$ cat config.mk
export PLATFORM = sky130hd
export DESIGN_NAME = packet_scheduler
export DESIGN_NICKNAME = d
export VERILOG_FILES = /design/src/rtl/packet_scheduler.sv
export SDC_FILE = /design/constraint.sdc
export NUM_CORES = 1
export LEC_CHECK = 0
export BUFFER_PORTS_ARGS = -buffer_cell sky130_fd_sc_hd__buf_4
export CAP_MARGIN = 20
export CELL_PAD_IN_SITES_DETAIL_PLACEMENT = 1
export CELL_PAD_IN_SITES_GLOBAL_PLACEMENT = 1
export CORE_AREA = 2 2 485 487
export CTS_BUF_LIST = sky130_fd_sc_hd__clkbuf_8
export CTS_CLUSTER_DIAMETER = 30
export DETAILED_ROUTE_END_ITERATION = 6
export DIE_AREA = 0 0 487 489
export PLACE_DENSITY = 0.3
export SLEW_MARGIN = 20
export SYNTH_ARGS = -nofsm -noshare
export SYNTH_HDL_FRONTEND = slang
export SYNTH_SLANG_ARGS = --single-unit
$ cat constraint.sdc
create_clock -name clk_pixel -period 7.6 [get_ports clk_pixel]
set_clock_uncertainty 0.2 [all_clocks]
set_input_delay 0.76 -clock clk_pixel [delete_from_list [all_inputs] [get_ports clk_pixel]]
set_output_delay 0.76 -clock clk_pixel [all_outputs]
set_load 0.01 [all_outputs]
$ cat src/rtl/packet_scheduler.sv
// HDMI data island sequencer and round-robin packet slot arbiter.
// Walks IDLE -> PREAMBLE -> GUARD_LEAD -> PACKET(n x 32) -> GUARD_TRAIL and
// loads one requester's header/subpackets (or a null packet) per 32-clock slot.
module packet_scheduler #(
  parameter int unsigned NUM_REQ     = 4,
  parameter int unsigned MAX_PACKETS = 18
) (
  input  logic                   clk_pixel,
  input  logic                   reset_n,
  input  logic                   island_start,
  input  logic [4:0]             room_packets,
  input  logic                   must_send,
  input  logic [NUM_REQ-1:0]     req,
  input  logic [NUM_REQ*24-1:0]  req_header,
  input  logic [NUM_REQ*224-1:0] req_sub,
  output logic [NUM_REQ-1:0]     grant_ack,
  output logic [23:0]            header,
  output logic [3:0][55:0]       sub,
  output logic                   preamble,
  output logic                   guard,
  output logic                   data_island_period,
  output logic                   busy
);

  localparam int unsigned HDR_W     = 24;
  localparam int unsigned SUB_W     = 56;
  localparam int unsigned SUB_N     = 4;
  localparam int unsigned PKT_W     = SUB_W * SUB_N;
  localparam int unsigned CNT_W     = 5;
  localparam int unsigned ROOM_W    = 5;
  localparam int unsigned IDX_W     = (NUM_REQ > 1) ? $clog2(NUM_REQ) : 1;
  localparam int unsigned PRE_LEN   = 8;
  localparam int unsigned GUARD_LEN = 2;
  localparam int unsigned SLOT_LEN  = 32;

  typedef enum logic [2:0] {
    ST_IDLE,
    ST_PREAMBLE,
    ST_GUARD_LEAD,
    ST_PACKET,
    ST_GUARD_TRAIL
  } state_t;

  state_t              state;
  logic [CNT_W-1:0]    cnt;
  logic [IDX_W-1:0]    rr_ptr;
  logic [NUM_REQ-1:0]  mask;
  logic [NUM_REQ-1:0]  slot_grant;
  logic [ROOM_W-1:0]   room_eff;
  logic [ROOM_W-1:0]   packets_sent;

  logic [NUM_REQ-1:0]  avail_c;
  logic                arb_found_c;
  logic [IDX_W-1:0]    arb_idx_c;
  logic [IDX_W-1:0]    cand_c;
  logic [IDX_W-1:0]    arb_next_ptr_c;
  logic [NUM_REQ-1:0]  arb_onehot_c;
  logic [HDR_W-1:0]    load_header_c;
  logic [PKT_W-1:0]    load_sub_c;
  logic [ROOM_W-1:0]   room_clamped_c;
  logic [ROOM_W-1:0]   packets_inc_c;
  logic                start_c;
  logic                continue_c;

  // Round-robin search over unmasked requests, starting at the RR pointer.
  always_comb begin
    avail_c     = req & ~mask;
    arb_found_c = 1'b0;
    arb_idx_c   = '0;
    cand_c      = '0;
    for (int k = 0; k < int'(NUM_REQ); k++) begin
      cand_c = IDX_W'((32'(rr_ptr) + 32'(k)) % NUM_REQ);
      if (!arb_found_c && avail_c[cand_c]) begin
        arb_found_c = 1'b1;
        arb_idx_c   = cand_c;
      end
    end
  end

  // Slot payload and pointer update for the winning requester (null packet if none).
  always_comb begin
    arb_next_ptr_c = IDX_W'((32'(arb_idx_c) + 32'd1) % NUM_REQ);
    arb_onehot_c   = arb_found_c ? (NUM_REQ'(1) << arb_idx_c) : '0;
    load_header_c  = '0;
    load_sub_c     = '0;
    if (arb_found_c) begin
      load_header_c = req_header[32'(arb_idx_c)*HDR_W +: HDR_W];
      load_sub_c    = req_sub[32'(arb_idx_c)*PKT_W +: PKT_W];
    end
  end

  // Island entry, room clamp and slot continuation decisions.
  always_comb begin
    start_c        = island_start && (room_packets != '0) && ((|req) || must_send);
    room_clamped_c = (32'(room_packets) > MAX_PACKETS) ? ROOM_W'(MAX_PACKETS) : room_packets;
    packets_inc_c  = (32'(packets_sent) < MAX_PACKETS) ? (packets_sent + ROOM_W'(1)) : packets_sent;
    continue_c     = ((32'(packets_sent) + 32'd1) < 32'(room_eff)) && arb_found_c;
  end

  // Island FSM with registered outputs; reset aborts any island in progress.
  always_ff @(posedge clk_pixel or negedge reset_n) begin
    if (!reset_n) begin
      state              <= ST_IDLE;
      cnt                <= '0;
      rr_ptr             <= '0;
      mask               <= '0;
      slot_grant         <= '0;
      room_eff           <= '0;
      packets_sent       <= '0;
      grant_ack          <= '0;
      header             <= '0;
      sub                <= '0;
      preamble           <= 1'b0;
      guard              <= 1'b0;
      data_island_period <= 1'b0;
      busy               <= 1'b0;
    end else begin
      grant_ack <= '0;
      case (state)
        ST_IDLE: begin
          if (start_c) begin
            state        <= ST_PREAMBLE;
            cnt          <= '0;
            preamble     <= 1'b1;
            busy         <= 1'b1;
            room_eff     <= room_clamped_c;
            packets_sent <= '0;
            mask         <= '0;
          end
        end

        ST_PREAMBLE: begin
          if (cnt == CNT_W'(PRE_LEN - 1)) begin
            state    <= ST_GUARD_LEAD;
            cnt      <= '0;
            preamble <= 1'b0;
            guard    <= 1'b1;
          end else begin
            cnt <= cnt + CNT_W'(1);
          end
        end

        ST_GUARD_LEAD: begin
          if (cnt == CNT_W'(GUARD_LEN - 1)) begin
            state              <= ST_PACKET;
            cnt                <= '0;
            guard              <= 1'b0;
            data_island_period <= 1'b1;
            header             <= load_header_c;
            sub                <= load_sub_c;
            slot_grant         <= arb_onehot_c;
            mask               <= mask | arb_onehot_c;
            packets_sent       <= '0;
            if (arb_found_c) begin
              rr_ptr <= arb_next_ptr_c;
            end
          end else begin
            cnt <= cnt + CNT_W'(1);
          end
        end

        ST_PACKET: begin
          if (cnt == CNT_W'(SLOT_LEN - 2)) begin
            // Ack is registered here so it is visible during slot clock 31.
            grant_ack <= slot_grant;
            cnt       <= cnt + CNT_W'(1);
          end else if (cnt == CNT_W'(SLOT_LEN - 1)) begin
            cnt <= '0;
            if (continue_c) begin
              header       <= load_header_c;
              sub          <= load_sub_c;
              slot_grant   <= arb_onehot_c;
              mask         <= mask | arb_onehot_c;
              rr_ptr       <= arb_next_ptr_c;
              packets_sent <= packets_inc_c;
            end else begin
              state              <= ST_GUARD_TRAIL;
              data_island_period <= 1'b0;
              guard              <= 1'b1;
              header             <= '0;
              sub                <= '0;
              slot_grant         <= '0;
            end
          end else begin
            cnt <= cnt + CNT_W'(1);
          end
        end

        ST_GUARD_TRAIL: begin
          if (cnt == CNT_W'(GUARD_LEN - 1)) begin
            state <= ST_IDLE;
            cnt   <= '0;
            guard <= 1'b0;
            busy  <= 1'b0;
            mask  <= '0;
          end else begin
            cnt <= cnt + CNT_W'(1);
          end
        end

        default: begin
          state <= ST_IDLE;
          cnt   <= '0;
        end
      endcase
    end
  end

endmodule

After elaboration in Yosys (flattened, before gate mapping)
Cells that the tools add are included.
Operators by class
  add/sub/neg operators: 7
  multiply operators: 2
  divide/modulo/power cells: 0
  order comparisons: 7
  equality and inequality tests: 19
  shift-type cells: 3
  mux-type cells: 85
  bitwise logic cells: 3
  reductions and logical operators: 30
Operators with widths (number)
  224-bit two-way mux: 5
  896-bit by 11-bit variable part select with 224-bit output: 1
  224-bit case mux with 2 select lines: 1
  24-bit two-way mux: 5
  96-bit by 8-bit variable part select with 24-bit output: 1
  5-bit two-way mux: 11
  4-bit two-way mux: 13
  24-bit case mux with 2 select lines: 1
  3-bit two-way mux: 7
  7-bit AND reduction: 3
  2-bit != test (second input constant): 10
  5-bit case mux with 4 select lines: 1
  1-bit two-way mux: 19
  2-bit two-way mux: 9
  4-bit case mux with 4 select lines: 1
  3-bit case mux with 5 select lines: 1
  5-bit case mux with 3 select lines: 1
  2-bit by 3-bit < comparator with 1-bit output (second input constant): 4
  6-bit AND reduction: 2
  5-bit by 1-bit adder with 5-bit output (second input constant): 2
  5-bit == test (second input constant): 2
  1-bit binary-select mux with 2-bit select: 4
  4-bit case mux with 2 select lines: 1
  5-bit by 1-bit adder with 6-bit output (second input constant): 1
  34 further kinds: 50
Storage, ports and cells
  flip-flop bits (word level): 284
  bits in latches: 0
  bits in writable memories: 0
  memory bits (read-only): 0
  output and inout port bits: 256
  memories kept: 0

Logic depth before layout (Yosys ltp)
Gate-level depths: netlist of the first run.
  depth after elaboration: 21
  gate-level depth with buffers: 12
  mapped depth without buffers: 9

Worst setup path after synthesis of the first run
OpenSTA, ideal clock, no wires.
  kind: in2reg
  start point: input port req[0]
  end point: register mask[0]
  library setup time: 0.119 ns
  arrival time: 2.599 ns
  required time: 7.281 ns
  setup slack: 4.682 ns
  cell stages on the path: 11
  buffers on the path: 3
  path through: nor2b_1 a211oi_1 o21a_1 buf_2 buf_2 buf_1 inv_1 ha_1 o211ai_1 nor3_1 o21a_1
On the way
  longest elaborated chain between the ends: 20
Ends and longest elaborated chain
  start, declared: line 13  | input logic [NUM_REQ-1:0] req,
  4-bit bitwise AND: line 67  | avail_c = req & ~mask;
  1-bit binary-select mux with 2-bit select: line 73  | if (!arb_found_c && avail_c[cand_c]) begin
  1-bit two-way mux (implied by the code): line 73
  1-bit two-way mux: line 73
  1-bit logical NOT: line 73
  1-bit logical AND: line 73
  1-bit two-way mux: line 73
  1-bit logical NOT: line 73
  [4 not listed]
  2-bit two-way mux: line 73
  1-bit by 2-bit left shift with 4-bit output: line 83  | arb_onehot_c = arb_found_c ? (NUM_REQ'(1) << arb_idx_c) : '0;
  4-bit two-way mux: line 83
  4-bit OR: line 152, 173
  4-bit two-way mux: line 169  | if (continue_c) begin
  4-bit two-way mux: line 167  | end else if (cnt == CNT_W'(SLOT_LEN - 1)) begin
  4-bit two-way mux: line 163  | if (cnt == CNT_W'(SLOT_LEN - 2)) begin
  4-bit case mux with 4 select lines: line 119  | case (state)
  end signal, assigned: line 152  | mask <= mask | arb_onehot_c;
  end signal, assigned: line 173  | mask <= mask | arb_onehot_c;
  end, declared: line 47  | logic [NUM_REQ-1:0] mask;
Several ways; a longest one is shown, not always the timed one. The select of a mux whose other input is x is not followed.
A chain may end at the register's enable or synchronous reset.

Final worst setup path of the first run
  start point: register state[0]
  end point: register sub[111] in the netlist's numbering
On the way
  longest elaborated chain between the ends: 3
Ends and longest elaborated chain
  start, declared: line 44  | state_t state;
  start signal, assigned: line 103  | state <= ST_IDLE;
  start signal, assigned: line 122  | state <= ST_PREAMBLE;
  start signal, assigned: line 134  | state <= ST_GUARD_LEAD;
  3-bit by 2-bit == test with 1-bit output: line 119
  2-bit != test (no source line) / 2-bit nonzero test (equally long branches)
  4-bit AND reduction (no source line)
  end signal, assigned: line 150  | sub <= load_sub_c;
  end signal, assigned: line 171  | sub <= load_sub_c;
  end, declared: line 18  | output logic [3:0][55:0] sub,
Several ways; a longest one is shown, not always the timed one.

==> results of run 1 <==
==> flip-flops by register name, summed over array words and instances (netlist names) <==
name and count:
rr_ptr 2, busy 1, slot_grant 4, preamble 1, cnt 5, guard 1
grant_ack 4, state 3, header 24, data_island_period 1, mask 4, packets_sent 5
room_eff 5, sub 224
==> per-stage QoR <==
| stage | instances | worst slack [ns] | power (mW) | utilization, % | hold slack (ns) |
|---|---|---|---|---|---|
| floorplan | 2540 | 4.68 | 7.51 | - | 0.254 |
| global placement | 6567 | 2.41 | 12.5 | 14.6 | 0.277 |
| detailed placement | 6567 | 2.36 | 12.5 | 14.6 | 0.279 |
| CTS | 7079 | 1.84 | 16.6 | 16.9 | 0.0000417 |
| global route | 7112 | 1.58 | 17.3 | 16.9 | 0.0703 |
| finish | 7132 | 1.84 | 16.1 | 17.0 | 0.169 |
==> cell usage after synthesis, types with 8 or more instances <==
cell / n
buf_1: 31
nand2_1: 16
dfrtp_1: 284
nor2_1: 9
nor3_1: 8
a21oi_1: 8
ha_1: 13
buf_2: 29
o211ai_1: 996
clkbuf_1: 272
inv_1: 509
a32o_1: 248
o21a_1: 9
o21ai_0: 17
==> where the power goes <==
| part | leakage [nW] | internal, mW | switching, mW |
|---|---|---|---|
| clock network | 1.63 | 2.09 | 1.24 |
| logic | 12.1 | 3.61 | 6.52 |
| registers | 3.63 | 2.16 | 0.503 |
| total | 17.4 | 7.86 | 8.26 |
==> cells by family (layout without fill, tap and decap cells) <==
kind of cell,after synthesis,in the layout,synth area share [%]
xor+xnor,4,4,0.163
other cells,0,53,0
fa+ha+maj,14,14,0.804
flops,284,284,33.1
buf+inv,850,2329,15.3
compound gates,1311,1311,48.6
simple gates,70,70,1.74
mux,7,7,0.367
==> critical path, stage by stage, from the launching register on <==
cell and delay, ns:
dfrtp_1 0.69, inv_1 0.35, a21oi_1 0.31, or4_4 0.55
buf_4 0.83, buf_4 0.77, buf_4 0.79, a32o_1 0.22
dlygate4sd3_1 0.55
==> final cells by class <==
| type | count | area (um^2) |
|---|---|---|
| Multi-Input combinational cell | 1406 | 11100 |
| Sequential cell | 284 | 7110 |
| Clock inverter | 65 | 322 |
| Fill cell | 27500 | 194000 |
| Antenna cell | 53 | 133 |
| Inverter | 510 | 1920 |
| Tap cell | 3060 | 3830 |
| Clock buffer | 179 | 2460 |
| Timing Repair Buffer | 1575 | 12700 |
==> worst max path at each step <==
stage	slack [ns]	cells past startpoint	to	from
4_1_cts	1.84	8	sub[89]	state[0]
2_1_floorplan	4.68	11	mask[0]	req[0]
3_5_place_dp	2.36	7	sub[68]	state[0]
6_report	1.84	8	sub[111]	state[0]
3_3_place_gp	2.41	9	sub[138]	cnt[0]
5_1_grt	1.58	8	sub[111]	state[0]
==> layer usage <==
layer  track usage, %  vias up  routed length (um)
met4             6.77       62                6290
met5                0        -                 411
met3             7.59      306               19900
met1             20.4    14200               88500
met2             26.4     1099               95300
li1                 -    12700                   -
==> impl_metrics.ini, run 1 <==
[sta]
relSlewSlack_pct = 17.8
finalSetupViolCount = 0
maxSlewViolCount = 0
setup_tns_ns = 0
fmax_mhz = 174
fin_crit_ns = 5.76
worstMarginPinSlew_ns = 1.23
finalHoldViolCount = 0
timing.final.crit_share_pct = 75.8
rsz0062_at_grt = false

[synth]
syn_area_um2 = 21500
dominantRegCellSynth = dfrtp_1
syn_area_per_cell_um2 = 8.46
synthArstFlopShare_pct = 100
yosys_warnings = 0
synth_sequential_area_ratio_pct = 33.1
yosys-top-cells-area = o211ai_1 (35%), dfrtp_1 (33%), a32o_1 (12%)
synth_edf_count = 0
netlist.area_leader.share_pct = 34.8
netlist_instances = 2540
synth-seq-cells = 284
synth_top_cell_by_area = o211ai_1
ys_types = 53
synth_nets = 3558

[placed_design]
gp_congestion = 0.785
dp_hpwl_um = 158000
post_dp_cell_area_um2 = 34000
io_buffers = 1260

[cts]
ctsLongestPathBuffers = 3
path_clk_slew_ns = 0.04
cts_num_sinks = 284
postCtsHoldBufs = 268
tritoncts = done
cts_resized = 0
cts_setup_buffers = 0
numCtsBuffers = 149
cts_root_buf = clkbuf_8
insertion_delay_ns = 0.86
h-tree-depth = 4

[flow_run]
cap_violations = 0

[global_route]
antenna_found_initial = 100
grt_start_max_net_pins = 160
grt_pass1_wl_um = 279000
grt_usage_pct = 17.0
grt_overflow_total = 0
grt_pass1_vias = 30800

[floorplanning]
die_h_um = 489
start_util_pct = 9.19
die_area_um2 = 238000
num_rows = 178
io_pins = 1261
core_area_um2 = 234000
fp.dieW_um = 487

[setup_path]
r2r_setup_slack_ns = 1.84
critPathLaunchType = flop
path_max_fanout = 63
reg2reg_from = state[0]
reg2reg_to = sub[111]
ff2ff_path_depth = 8
worstPathRequired_ns = 8.19
crit_path_end_kind = flop
worstSetupPathType = reg2reg
worstPathArrival_ns = 6.36

[layout]
nets = 4944
final_cell_mix = buf_4 (1289), o211ai_1 (996), inv_1 (558)
final_cell_area_um2 = 39600
drive_above_1_share_pct = 37.9
layout_commonest_cell = buf_4
areaGrowthSynthToFinish_pct = 84.5

[drt]
route.detailed.drc = 0
wl_um = 210000
drt_iter0_drc = 1246
viasPerCell = 3.98
wl_per_cell_um = 29.5
ant_nets = 0
vias = 28400
first_pass_iters = 5

[min_path]
min_to = sub[72]
hp-class = in2reg
min_from = req_sub[744]
min_path_cells = 4

[power]
ir_drop_mv = 0.319
p_leak_nw = 17.4
power_density_nw_per_um2 = 407

[outcome]
outcome = complete, no violations
No activity file was read; power rests on OpenSTA's default activity.
==> run 2, diff against run 1 <==
--- a/config.mk
+++ b/config.mk
@@ -5,15 +5,16 @@
 export SDC_FILE = /design/constraint.sdc
 export NUM_CORES = 1
 export LEC_CHECK = 0
+export ABC_AREA = 1
 export BUFFER_PORTS_ARGS = -buffer_cell sky130_fd_sc_hd__buf_4
 export CAP_MARGIN = 20
 export CELL_PAD_IN_SITES_DETAIL_PLACEMENT = 1
 export CELL_PAD_IN_SITES_GLOBAL_PLACEMENT = 1
-export CORE_AREA = 2 2 485 487
+export CORE_AREA = 2 2 489 491
 export CTS_BUF_LIST = sky130_fd_sc_hd__clkbuf_8
 export CTS_CLUSTER_DIAMETER = 30
 export DETAILED_ROUTE_END_ITERATION = 6
-export DIE_AREA = 0 0 487 489
+export DIE_AREA = 0 0 491 493
 export PLACE_DENSITY = 0.3
 export SLEW_MARGIN = 20
 export SYNTH_ARGS = -nofsm -noshare
==> constraint.sdc (replaced) <==
create_clock -name clk_pixel -period 5.4 [get_ports clk_pixel]
set_clock_uncertainty 0.2 [all_clocks]
set_input_delay 0.54 -clock clk_pixel [delete_from_list [all_inputs] [get_ports clk_pixel]]
set_output_delay 0.54 -clock clk_pixel [all_outputs]
set_load 0.01 [all_outputs]
==> run 2 against run 1 <==
Global-route usage decreased by 0.60 points. Clock-buffer cell count increased by 11. Cell count increased by 17%. Critical endpoint is now header[3]. First-iteration DRC count increased by 7.4%. Largest power group unchanged.
==> impl_metrics.ini, run 2 <==
[sta]
fin_crit_ns = 4.65
worstMarginPinSlew_ns = 1.01
finalSetupViolCount = 0
timing.final.crit_share_pct = 86.0
maxSlewViolCount = 0
rsz0062_at_grt = false
relSlewSlack_pct = 32.4
setup_tns_ns = 0
holdWs_ns = 0.120
fmax_mhz = 215
finalHoldViolCount = 0
worst_slack_ns = 0.754

[floorplanning]
core_area_um2 = 237000
die_area_um2 = 242000
start_util_pct = 8.33
io_pins = 1261
die_h_um = 493
fp.dieW_um = 491
num_rows = 179

[global_route]
grt_pass1_vias = 33000
grt_usage_pct = 16.4
antenna_found_initial = 90
grt_start_max_net_pins = 140
grt_overflow_total = 0
grt_pass1_wl_um = 278000

[placed_design]
post_dp_cell_area_um2 = 32600
dp_hpwl_um = 157000
gp_congestion = 0.809
dp.cells = 7261
place_ws_ns = 1.64
io_buffers = 1260

[power]
ir_drop_mv = 0.405
switching_share_pct = 50.5
power.total_mw = 28.1
p_clk_share_pct = 18.2
p_leak_nw = 19.2
p_comb_share_pct = 67.8
p_seq_share_pct = 14.0
switchingPower_mw = 14.2
power_density_nw_per_um2 = 648
power.internal_mw = 13.9

[synth]
syn_area_um2 = 19700
syn_area_per_cell_um2 = 6.47
synthArstFlopShare_pct = 100
synth_sequential_area_ratio_pct = 36.0
ys_types = 31
yosys_warnings = 0
synth_edf_count = 0
yosys-top-cells-area = dfrtp_1 (36%), nand3_1 (32%), nand2_1 (20%)
synth_top_cell_by_area = dfrtp_1
netlist_instances = 3048
synth_nets = 4066
dominantRegCellSynth = dfrtp_1
synth.most_common_cell = nand3_1
synth-seq-cells = 284
synthTopCellsByCount = nand3_1 (1266), nand2_1 (1072), dfrtp_1 (284), buf_2 (198), clkbuf_1 (40)
netlist.area_leader.share_pct = 36.0

[setup_path]
worst_path_dominant_cell_family = buffers and inverters
crit_path_end_kind = flop
worstPathRequired_ns = 6.02
ff2ff_path_depth = 18
cp-endpoint = header[3]
worstPathCellList = inv_2 -> nand2_1 -> nand2_1 -> nand3_1 -> nand2_2 -> nand2_1 -> nand2_1 -> nor2_1 -> nand2_4 -> nand2_4 -> buf_12 -> buf_4 -> nand2_1 -> nand3_1 -> dlygate4sd3_1 -> nand3_1 -> dlygate4sd3_1 -> nand2_1
reg2reg_from = rr_ptr[0]
slowest_stage = dlygate4sd3_1
cp.buffers_inverters = 5
worstPathArrival_ns = 5.26
worstSetupPathType = reg2reg
r2r_setup_slack_ns = 0.75
slowest_delay_ns = 0.57
cp.depth = 18
critPathLaunchType = flop
cp_common_cell = nand2_1
path_max_fanout = 53
cp-startpoint = rr_ptr[0]
reg2reg_to = header[3]

[drt]
ant_nets = 0
wl_um = 205000
route.detailed.drc = 0
vias = 30500
drt_iter0_drc = 1338
first_pass_iters = 5
viasPerCell = 3.66
wl_per_cell_um = 24.6

[min_path]
hp-class = in2async

[layout]
n_fill_cell = 28800
layout_commonest_cell = buf_4
final_cell_mix = buf_4 (1296), nand3_1 (1266), nand2_1 (1068)
fin_util_pct = 18.3
instances_no_fill = 8327
regMostFlops = sub
largest_reg_flops = 224
nets = 6021
reg_top3 = sub: 224 flops, header: 24 flops
final_cell_area_um2 = 43300
drive_above_1_share_pct = 30.4
areaGrowthSynthToFinish_pct = 120

[cts]
ctsLongestPathBuffers = 3
cts_num_sinks = 284
tritoncts = done
cts_root_buf = clkbuf_8
numCtsBuffers = 153
path_clk_slew_ns = 0.04
h-tree-depth = 4
cts_resized = 0
insertion_delay_ns = 0.89

[flow_run]
cap_violations = 0

[outcome]
outcome = complete, no violations
-- run 2: per-layer routing --
metal	share of wire [%]	routed length (um)	up-vias	GRT usage [%]
met1	41	84400	14800	19.4
met3	8.4	17300	304	6.12
li1	-	-	14300	-
met5	0.084	173	-	0
met2	47	96100	1104	26.7
met4	3.4	6990	32	6.56
-- run 2: power groups by stage --
stage	Clock (mW)	Combinational, mW	Sequential, mW
6_report	5.11	19.0	3.93
5_1_grt	5.50	21.1	4.09
4_1_cts	5.38	19.7	3.98
3_5_place_dp	0	16.7	3.97
3_3_place_gp	0	16.8	3.97
2_1_floorplan	0	8.36	4.10
-- run 2: area by class of cell --
| type | count | area, um^2 | area share (%) |
|---|---|---|---|
| timing repair buffer | 2076 | 17800 | 41.1 |
| antenna | 44 | 110 | 0.254 |
| tap | 3167 | 3960 | 9.14 |
| sequential | 284 | 7110 | 16.4 |
| clock inverter | 78 | 477 | 1.10 |
| inverter | 41 | 161 | 0.372 |
| multi-input combinational | 2447 | 11100 | 25.6 |
| clock buffer | 190 | 2620 | 6.03 |
-- run 2: tightest hold or removal path, stage by stage --
cell and delay [ns]:
dlygate4sd3_1 0.56, buf_8 0.18, buf_16 0.32
-- run 2: cell families (layout without fill, tap and decap cells) --
| kind of cell | after synthesis | after routing | share of synthesized area [%] |
|---|---|---|---|
| other | 0 | 44 | 0 |
| buffers and inverters | 317 | 2385 | 8.01 |
| AOI/OAI and AO/OA | 54 | 54 | 1.58 |
| xor gates and xnor gates | 4 | 4 | 0.178 |
| and+or+nand+nor | 2376 | 2376 | 53.4 |
| DFF | 284 | 284 | 36.0 |
| adders and majority gates | 13 | 13 | 0.824 |
-- run 2: worst min-delay path by stage --
stage / cells past startpoint / end / slack (ns) / start
after floorplan: 0 / busy / 0.04 / reset_n
after global placement: 2 / sub[126] / 0.26 / sub[126]
after detailed placement: 2 / header[19] / 0.27 / header[19]
after CTS: 3 / sub[75] / 0.01 / reset_n
after global routing: 3 / sub[108] / 0.08 / reset_n
final: 3 / sub[108] / 0.12 / reset_n
-- run 2: timing repair --
action                    CTS  global route
hold buffers              754             0
hold endpoints to repair  351             0
buffers inserted            0             0
